--- src/rtl/servo_pwm_ctrl.sv ---
// Single-channel hobby-servo PWM generator: 50 Hz frame, five discrete
// positions, instant jump (mode A) or per-frame slew (mode B).
module servo_pwm_ctrl #(
  parameter int unsigned FRAME_CYC = 1000000,
  parameter int unsigned PW_MIN    = 50000,
  parameter int unsigned PW_STEP   = 12500,
  parameter int unsigned SLEW      = 2500
) (
  input  logic        clk,
  input  logic        reset,
  input  logic        sel_modo,
  input  logic [4:0]  pos_sel,
  output logic        pwm_out,
  output logic [16:0] pulse_width,
  output logic        moving,
  output logic        frame_tick
);

  typedef enum logic [1:0] {
    HOLD    = 2'd0,
    SLEW_UP = 2'd1,
    SLEW_DN = 2'd2
  } state_e;

  localparam logic [19:0] FC_LAST = 20'(FRAME_CYC - 1);
  localparam logic [16:0] PMIN    = 17'(PW_MIN);
  localparam logic [16:0] PSTEP   = 17'(PW_STEP);
  localparam logic [16:0] PSLEW   = 17'(SLEW);

  logic [19:0] fc_q, fc_d;
  logic [16:0] tgt_q, tgt_d;
  logic [16:0] cur_q, cur_d;
  logic        mode_q;
  logic        pwm_q;
  logic        tick_q;
  state_e      st_q, st_d;
  logic        boundary;

  assign boundary = (fc_q == FC_LAST);
  assign fc_d     = boundary ? 20'd0 : fc_q + 20'd1;

  always_comb begin
    tgt_d = tgt_q;
    if ($onehot(pos_sel)) begin
      unique case (1'b1)
        pos_sel[0]: tgt_d = PMIN;
        pos_sel[1]: tgt_d = PMIN + PSTEP;
        pos_sel[2]: tgt_d = PMIN + 17'd2 * PSTEP;
        pos_sel[3]: tgt_d = PMIN + 17'd3 * PSTEP;
        pos_sel[4]: tgt_d = PMIN + 17'd4 * PSTEP;
        default:    tgt_d = tgt_q;
      endcase
    end
  end

  // Direction is chosen before subtracting, so the difference never wraps.
  always_comb begin
    cur_d = cur_q;
    st_d  = st_q;
    if (boundary) begin
      if (!mode_q || tgt_q == cur_q) begin
        cur_d = tgt_q;
        st_d  = HOLD;
      end else if (tgt_q > cur_q) begin
        if (tgt_q - cur_q <= PSLEW) begin
          cur_d = tgt_q;
          st_d  = HOLD;
        end else begin
          cur_d = cur_q + PSLEW;
          st_d  = SLEW_UP;
        end
      end else begin
        if (cur_q - tgt_q <= PSLEW) begin
          cur_d = tgt_q;
          st_d  = HOLD;
        end else begin
          cur_d = cur_q - PSLEW;
          st_d  = SLEW_DN;
        end
      end
    end
  end

  // Outputs trail fc by one clock so tick and the high run start together.
  always_ff @(posedge clk or negedge reset) begin
    if (!reset) begin
      fc_q   <= 20'd0;
      tgt_q  <= PMIN;
      cur_q  <= PMIN;
      mode_q <= 1'b0;
      pwm_q  <= 1'b0;
      tick_q <= 1'b0;
      st_q   <= HOLD;
    end else begin
      fc_q   <= fc_d;
      tgt_q  <= tgt_d;
      cur_q  <= cur_d;
      mode_q <= sel_modo;
      pwm_q  <= (fc_q < 20'(cur_q));
      tick_q <= (fc_q == 20'd0);
      st_q   <= st_d;
    end
  end

  assign pwm_out     = pwm_q;
  assign frame_tick  = tick_q;
  assign pulse_width = cur_q;
  assign moving      = (cur_q != tgt_q);

endmodule

--- config.mk ---
export PLATFORM = sky130hd
export DESIGN_NAME = servo_pwm_ctrl
export DESIGN_NICKNAME = d
export VERILOG_FILES = /design/src/rtl/servo_pwm_ctrl.sv
export SDC_FILE = /design/constraint.sdc
export NUM_CORES = 1
export LEC_CHECK = 0
export BUFFER_PORTS_ARGS = -buffer_cell sky130_fd_sc_hd__clkbuf_2
export CAP_MARGIN = 30
export CORE_MARGIN = 2
export CORE_UTILIZATION = 30
export CTS_CLUSTER_SIZE = 8
export DETAILED_ROUTE_END_ITERATION = 8
export MAX_ROUTING_LAYER = met4
export SETUP_SLACK_MARGIN = 0.2
export SLEW_MARGIN = 20
export SYNTH_ARGS = -nofsm -noshare
export SYNTH_HDL_FRONTEND = slang
export SYNTH_SLANG_ARGS = --single-unit
--- constraint.sdc ---
create_clock -name clk -period 3.5 [get_ports clk]
set_input_delay 0.525 -clock clk [delete_from_list [all_inputs] [get_ports clk]]
set_output_delay 0.525 -clock clk [all_outputs]
set_load 0.1 [all_outputs]
==> results of run 1 <==
-- logic make-up after synthesis --
group | after synthesis | synth area share
other | 1 | 0.000753
XOR/XNOR | 44 | 0.0774
adder cells (fa/ha/maj) | 52 | 0.135
flip-flops | 50 | 0.254
AO/OA/AOI/OAI | 190 | 0.270
buffers and inverters | 77 | 0.0646
AND/OR/NAND/NOR | 194 | 0.198
-- what timing repair did --
| action | 4_1_cts | 5_1_grt |
|---|---|---|
| pin swaps | 12 | 3 |
| resized for setup | 26 | 21 |
| setup endpoints to repair | 16 | 16 |
| buffers inserted | 7 | 2 |
-- area by class of cell --
cell class | instances | area [um2] | share of cell area
Clock buffer | 5 | 125 | 0.0190
Clock inverter | 3 | 43.8 | 0.00666
Inverter | 41 | 164 | 0.0249
Multi-Input combinational cell | 482 | 3710 | 0.564
Sequential cell | 50 | 1310 | 0.199
Tap cell | 220 | 275 | 0.0419
Timing Repair Buffer | 124 | 953 | 0.145
-- worst max-delay path by stage --
stage	startpoint	cells after the start	end	slack (ns)
floorplan	pulse_width[4]	13	pulse_width[14]	-0.25
detailed placement	pulse_width[8]	12	pulse_width[5]	-0.11
global placement	pulse_width[8]	12	pulse_width[5]	-0.18
CTS	pulse_width[4]	12	pulse_width[5]	0.11
global route	pulse_width[4]	12	pulse_width[5]	-0.04
finish	pulse_width[4]	13	pulse_width[5]	0.06
-- power breakdown --
group / switching (W) / internal, W
clock network: 0.000228 / 0.000339
registers: 0.0000769 / 0.000667
logic: 0.00127 / 0.00105
-- state kept, by name, summed over array words and instances, names as in the netlist --
register     cells
fc_q            20
frame_tick       1
mode_q           1
pulse_width     15
pwm_out          1
tgt_q           12
-- cells in the mapped netlist (8+ instances only) --
master    instances
and3_1            8
nor2_1           43
nand2b_1         11
inv_1            40
a221oi_1          9
nand3_1          24
o21a_1           10
a31oi_1           9
nand2_1          50
a211oi_1         10
o31ai_1          12
nand4_1           8
ha_1             49
clkbuf_1         27
xnor2_1          28
a21oi_1          32
nor3_1           13
a21o_1           13
xor2_1           16
dfstp_2          12
o21ai_0          34
dfrtp_1          38
-- through the flow --
stage	setup TNS [ns]	utilization
2_1_floorplan	-1.68	-
3_3_place_gp	-0.618	0.370
3_5_place_dp	-0.273	0.371
4_1_cts	0	0.394
5_1_grt	-0.123	0.401
6_report	0	0.401
-- layer usage --
layer	vias to the layer above	routed length [um]	global-route usage
met5	-	0	-
met4	0	371	0.0448
met3	30	938	0.0226
met2	191	7510	0.296
met1	2378	7500	0.260
li1	2427	-	-
-- cells in the final DEF (no fill, tap or decap), types with 6 or more instances in the layout --
cell and instances:
a221oi_1 8, o21ai_0 28, dfstp_2 7, dfrtp_1 30, nand4_1 8, o31ai_1 9
a21oi_1 28, buf_4 91, nand2b_1 11, a211oi_1 8, clkbuf_2 24, inv_1 34
ha_4 6, ha_1 43, and3_1 7, nor3_1 11, nand2_1 49, buf_12 6
a21o_1 13, xnor2_1 28, nand3_1 24, o21a_1 10, nor2_1 42, o211ai_1 7
a31oi_1 8, xor2_1 16
==> flow_summary.toml, run 1 <==
[floorplanning]
io_pins = 28
start_util = 0.304
rows = 47
die_area_um2 = 17700
dieWidth_um = 133
die_y_um = 133
coreArea_um2 = 16400

[yosys]
synth_cell_types = 74
netlist_area_um2 = 4980
async_flop_share = 1.00
yosys_warnings = 0
synth_area_leaders = "dfrtp_1 (19%), ha_1 (12%), dfstp_2 (6.3%)"
syn_inst = 608
yosysTopAreaCell = "dfrtp_1"
synth_seq_area_share = 0.254
synth_edf_count = 0
yosysTopAreaCellShare = 0.191
postSynthRegisterBits = 50
postSynthAreaPerCell_um2 = 8.19
synthFlopType = "dfrtp_1"

[worst_setup_path]
crit_path_end_kind = "flip-flop"
arrival_ns = 3.61
crit-reg2reg-capture = "pulse_width[5]"
cp-start-kind = "flip-flop"
rr_worst_depth = 13
cp.required_ns = 3.67
cp_slowest_cell = "dfstp_4"
cp_max_fo = 7
crit_family = "compound AO/OA/AOI/OAI gates"
cp_cell_sequence = "inv_6, ha_4, a21o_1, buf_4, o21bai_1, and2_1, nand2_1, o221a_2, or4b_4, buf_6, o31ai_4, a221o_1, o211ai_1"
r2r_slack_ns = 0.06
path_buf_inv = 3
r2r_start = "pulse_width[4]"
worst-setup-path-type = "reg2reg"
max_stage_delay_ns = 0.65

[finish]
area.growth.synth_to_final_pct = 32.0
fin_area_um2 = 6580
stdcell_count = 925
fillers = 1623
nets = 764
drive_gt1_frac = 0.304
n_antenna_cell = 0

[timing]
min_period_over_period = 0.983
rsz0062_at_grt = "yes"
worstMarginPinSlew_ns = 0.557
setup-violations-final = 0
min_period_ns = 3.44
finalWorstSetupSlack_ns = 0.0593
final_max_slew_viol_count = 0
fmax_mhz = 291
hold_viol = 0
fin_skew_ns = 0.00854
hold_ws_ns = 0.153
relSlewSlack = 0.628

[clock_tree]
cts.sink_count = 50
clk_pin_slew_ns = 0.07
cts_tree = "yes"
cts_buffers = 5
clk-insertion-delay-late_ns = 0.29
cts_buffer_depth = 2
h-tree-depth = 2
cts-root-buf = "clkbuf_16"
ctsHoldBuffers = 0

[run]
cap_violations = 0

[drt]
wl_per_cell_um = 17.6
drt_iter0_drc = 466
dr.pass1.iters = 6
vias = 5026
drt_wl_total_mm = 16.3
via_per_inst = 5.43
drc = 0
ant_nets = 0

[placed_design]
place_congestion = 0.934
dp_slack_ns = -0.111
port_buffers = 25
dp.cells = 908
place_hpwl_mm = 12.8
dpl_cell_area_um2 = 6090

[status]
status = "completed"

[global_routing]
grt_pass1_wl_mm = 25.9
track_usage = 0.189
grt-ovfl-total = 0
grt_pass1_vias = 4740
antenna_found_initial = 0
grt_max_degree = 23

[power]
leakage_nw = 2.90
p_per_area_nw_per_um2 = 552
irDropWorstVdd_v = 0.000303
total_power_w = 0.00363

[hold_path]
hold_path.class = "in2async"
Power figures use the tool's default switching activity.
==> run 2: changes to the inputs <==
--- a/config.mk
+++ b/config.mk
@@ -9,6 +9,7 @@
 export CAP_MARGIN = 30
 export CORE_MARGIN = 2
 export CORE_UTILIZATION = 30
+export CTS_BUF_LIST = sky130_fd_sc_hd__clkbuf_8
 export CTS_CLUSTER_SIZE = 8
 export DETAILED_ROUTE_END_ITERATION = 8
 export MAX_ROUTING_LAYER = met4
==> flow_summary.toml, run 2 (synthesized netlist as in run 1, its figures left out) <==
[timing]
hold_ws_ns = 0.117
fmax_mhz = 289
hold_viol = 0
setup-violations-final = 0
final_max_slew_viol_count = 0
relSlewSlack = 0.605
min_period_over_period = 0.988
min_period_ns = 3.46
fin_skew_ns = 0.0119
worstMarginPinSlew_ns = 0.588
rsz0062_at_grt = "yes"

[worst_setup_path]
cp_cell_sequence = "inv_6, ha_4, a21o_1, a221oi_4, nor3_2, or4_4, a211oi_2, or4b_4, buf_8, o31ai_4, a221o_1, o211ai_1"
rr_worst_depth = 12
worst-setup-path-type = "reg2reg"
crit_family = "compound AO/OA/AOI/OAI gates"
r2r_slack_ns = 0.04
crit_path_end_kind = "flip-flop"
crit-reg2reg-capture = "pulse_width[5]"
max_stage_delay_ns = 0.66
arrival_ns = 3.67
cp-start-kind = "flip-flop"
cp.required_ns = 3.71
path_buf_inv = 2
r2r_start = "pulse_width[4]"
cp_slowest_cell = "dfstp_4"
crit_cells = 12
cp_max_fo = 7

[global_routing]
grt_pass1_wl_mm = 26.0
antenna_found_initial = 0
grt_pass1_vias = 4721
track_usage = 0.189
grt_max_degree = 23
grt-ovfl-total = 0

[floorplanning]
die_area_um2 = 17700
io_pins = 28
rows = 47
coreArea_um2 = 16400
die_y_um = 133
start_util = 0.304
dieWidth_um = 133

[power]
p_per_area_nw_per_um2 = 542
irDropWorstVdd_v = 0.000294
pwr-share-comb = 0.672
seqPwrFrac = 0.208
power_switching_w = 0.00161
leakage_nw = 2.92
sw_frac_of_total = 0.448
clkPwrFrac = 0.120
power.internal_w = 0.00199

[finish]
regMostFlops = "fc_q"
n_antenna_cell = 0
nets = 770
final_cell_mix = "buf_4 (96), nand2_1 (49), nor2_1 (42)"
mostFrequentLayoutCell = "buf_4"
area.growth.synth_to_final_pct = 33.3
fin_util = 0.405
stdcell_count = 931
drive_gt1_frac = 0.323
fillers = 1621
largest_reg_flops = 20

[drt]
dr.pass1.iters = 6
drc = 0
via_per_inst = 5.49
ant_nets = 0
wl_per_cell_um = 18.0
drt_iter0_drc = 493
vias = 5114
drt_wl_total_mm = 16.7

[clock_tree]
cts_buffer_depth = 2
clk_pin_slew_ns = 0.11
cts_tree = "yes"
clk-insertion-delay-late_ns = 0.32
cts.sink_count = 50
h-tree-depth = 2
cts_buffers = 5
ctsHoldBuffers = 0
cts-root-buf = "clkbuf_8"

[status]
status = "completed"

[placed_design]
place_hpwl_mm = 12.8
port_buffers = 25
place_congestion = 0.934
dp.cells = 908

[hold_path]
hold_path.class = "in2async"

[run]
cap_violations = 0
-- run 2: power groups by stage --
stage	combinational (W)	clock, W	sequential (W)
CTS	0.00218	0.000442	0.000743
global placement	0.00206	0	0.000744
detailed placement	0.00205	0	0.000744
floorplan	0.00126	0	0.000721
global route	0.00259	0.000462	0.000760
finish	0.00242	0.000431	0.000750
-- run 2: final cells by class --
cell class                      count  area [um2]  area share
Clock buffer                        5        68.8      0.0104
Clock inverter                      3        43.8     0.00660
Inverter                           41         166      0.0251
Multi-Input combinational cell    482        3770       0.568
Sequential cell                    50        1310       0.197
Tap cell                          220         275      0.0415
Timing Repair Buffer              130        1000       0.151
-- run 2: how the worst max path moves through the flow --
stage / startpoint / to / slack (ns)
2_1_floorplan: pulse_width[4] / pulse_width[14] / -0.25
3_3_place_gp: pulse_width[8] / pulse_width[5] / -0.18
3_5_place_dp: pulse_width[8] / pulse_width[5] / -0.11
4_1_cts: pulse_width[4] / pulse_width[5] / 0.10
5_1_grt: pulse_width[4] / pulse_width[5] / -0.05
6_report: pulse_width[4] / pulse_width[5] / 0.04
-- run 2: worst reg2reg max path: cells and delay by family (launching register included) --
family / cells / cell delay (ns)
compound gates: 6 / 1.16
simple gates: 3 / 1.09
flops: 1 / 0.66
fa+ha+maj: 1 / 0.23
buf+inv: 2 / 0.21
-- run 2: layer usage --
| layer | vias up | part of all wire | GRT usage |
|---|---|---|---|
| met2 | 185 | 0.47 | 0.296 |
| li1 | 2434 | - | - |
| met1 | 2464 | 0.46 | 0.263 |
| met4 | 0 | 0.019 | 0.0442 |
| met3 | 31 | 0.051 | 0.0215 |
| met5 | - | 0 | - |
-- run 2: stage by stage --
| stage | setup WS [ns] | total power, W | cell area (um2) | TNS (ns) |
|---|---|---|---|---|
| final | 0.0404 | 0.00360 | 6640 | 0 |
| after global routing | -0.0517 | 0.00382 | 6640 | -0.105 |
| after CTS | 0.105 | 0.00336 | 6410 | 0 |
| after detailed placement | -0.111 | 0.00279 | 6090 | -0.273 |
| after global placement | -0.180 | 0.00280 | 6070 | -0.618 |
| after floorplan | -0.246 | 0.00198 | 5160 | -1.68 |
-- run 2: repair_timing --
item,CTS,global route
setup endpoints to repair,16,16
gates resized for setup,27,38
buffers inserted,7,8
pin swaps,15,13
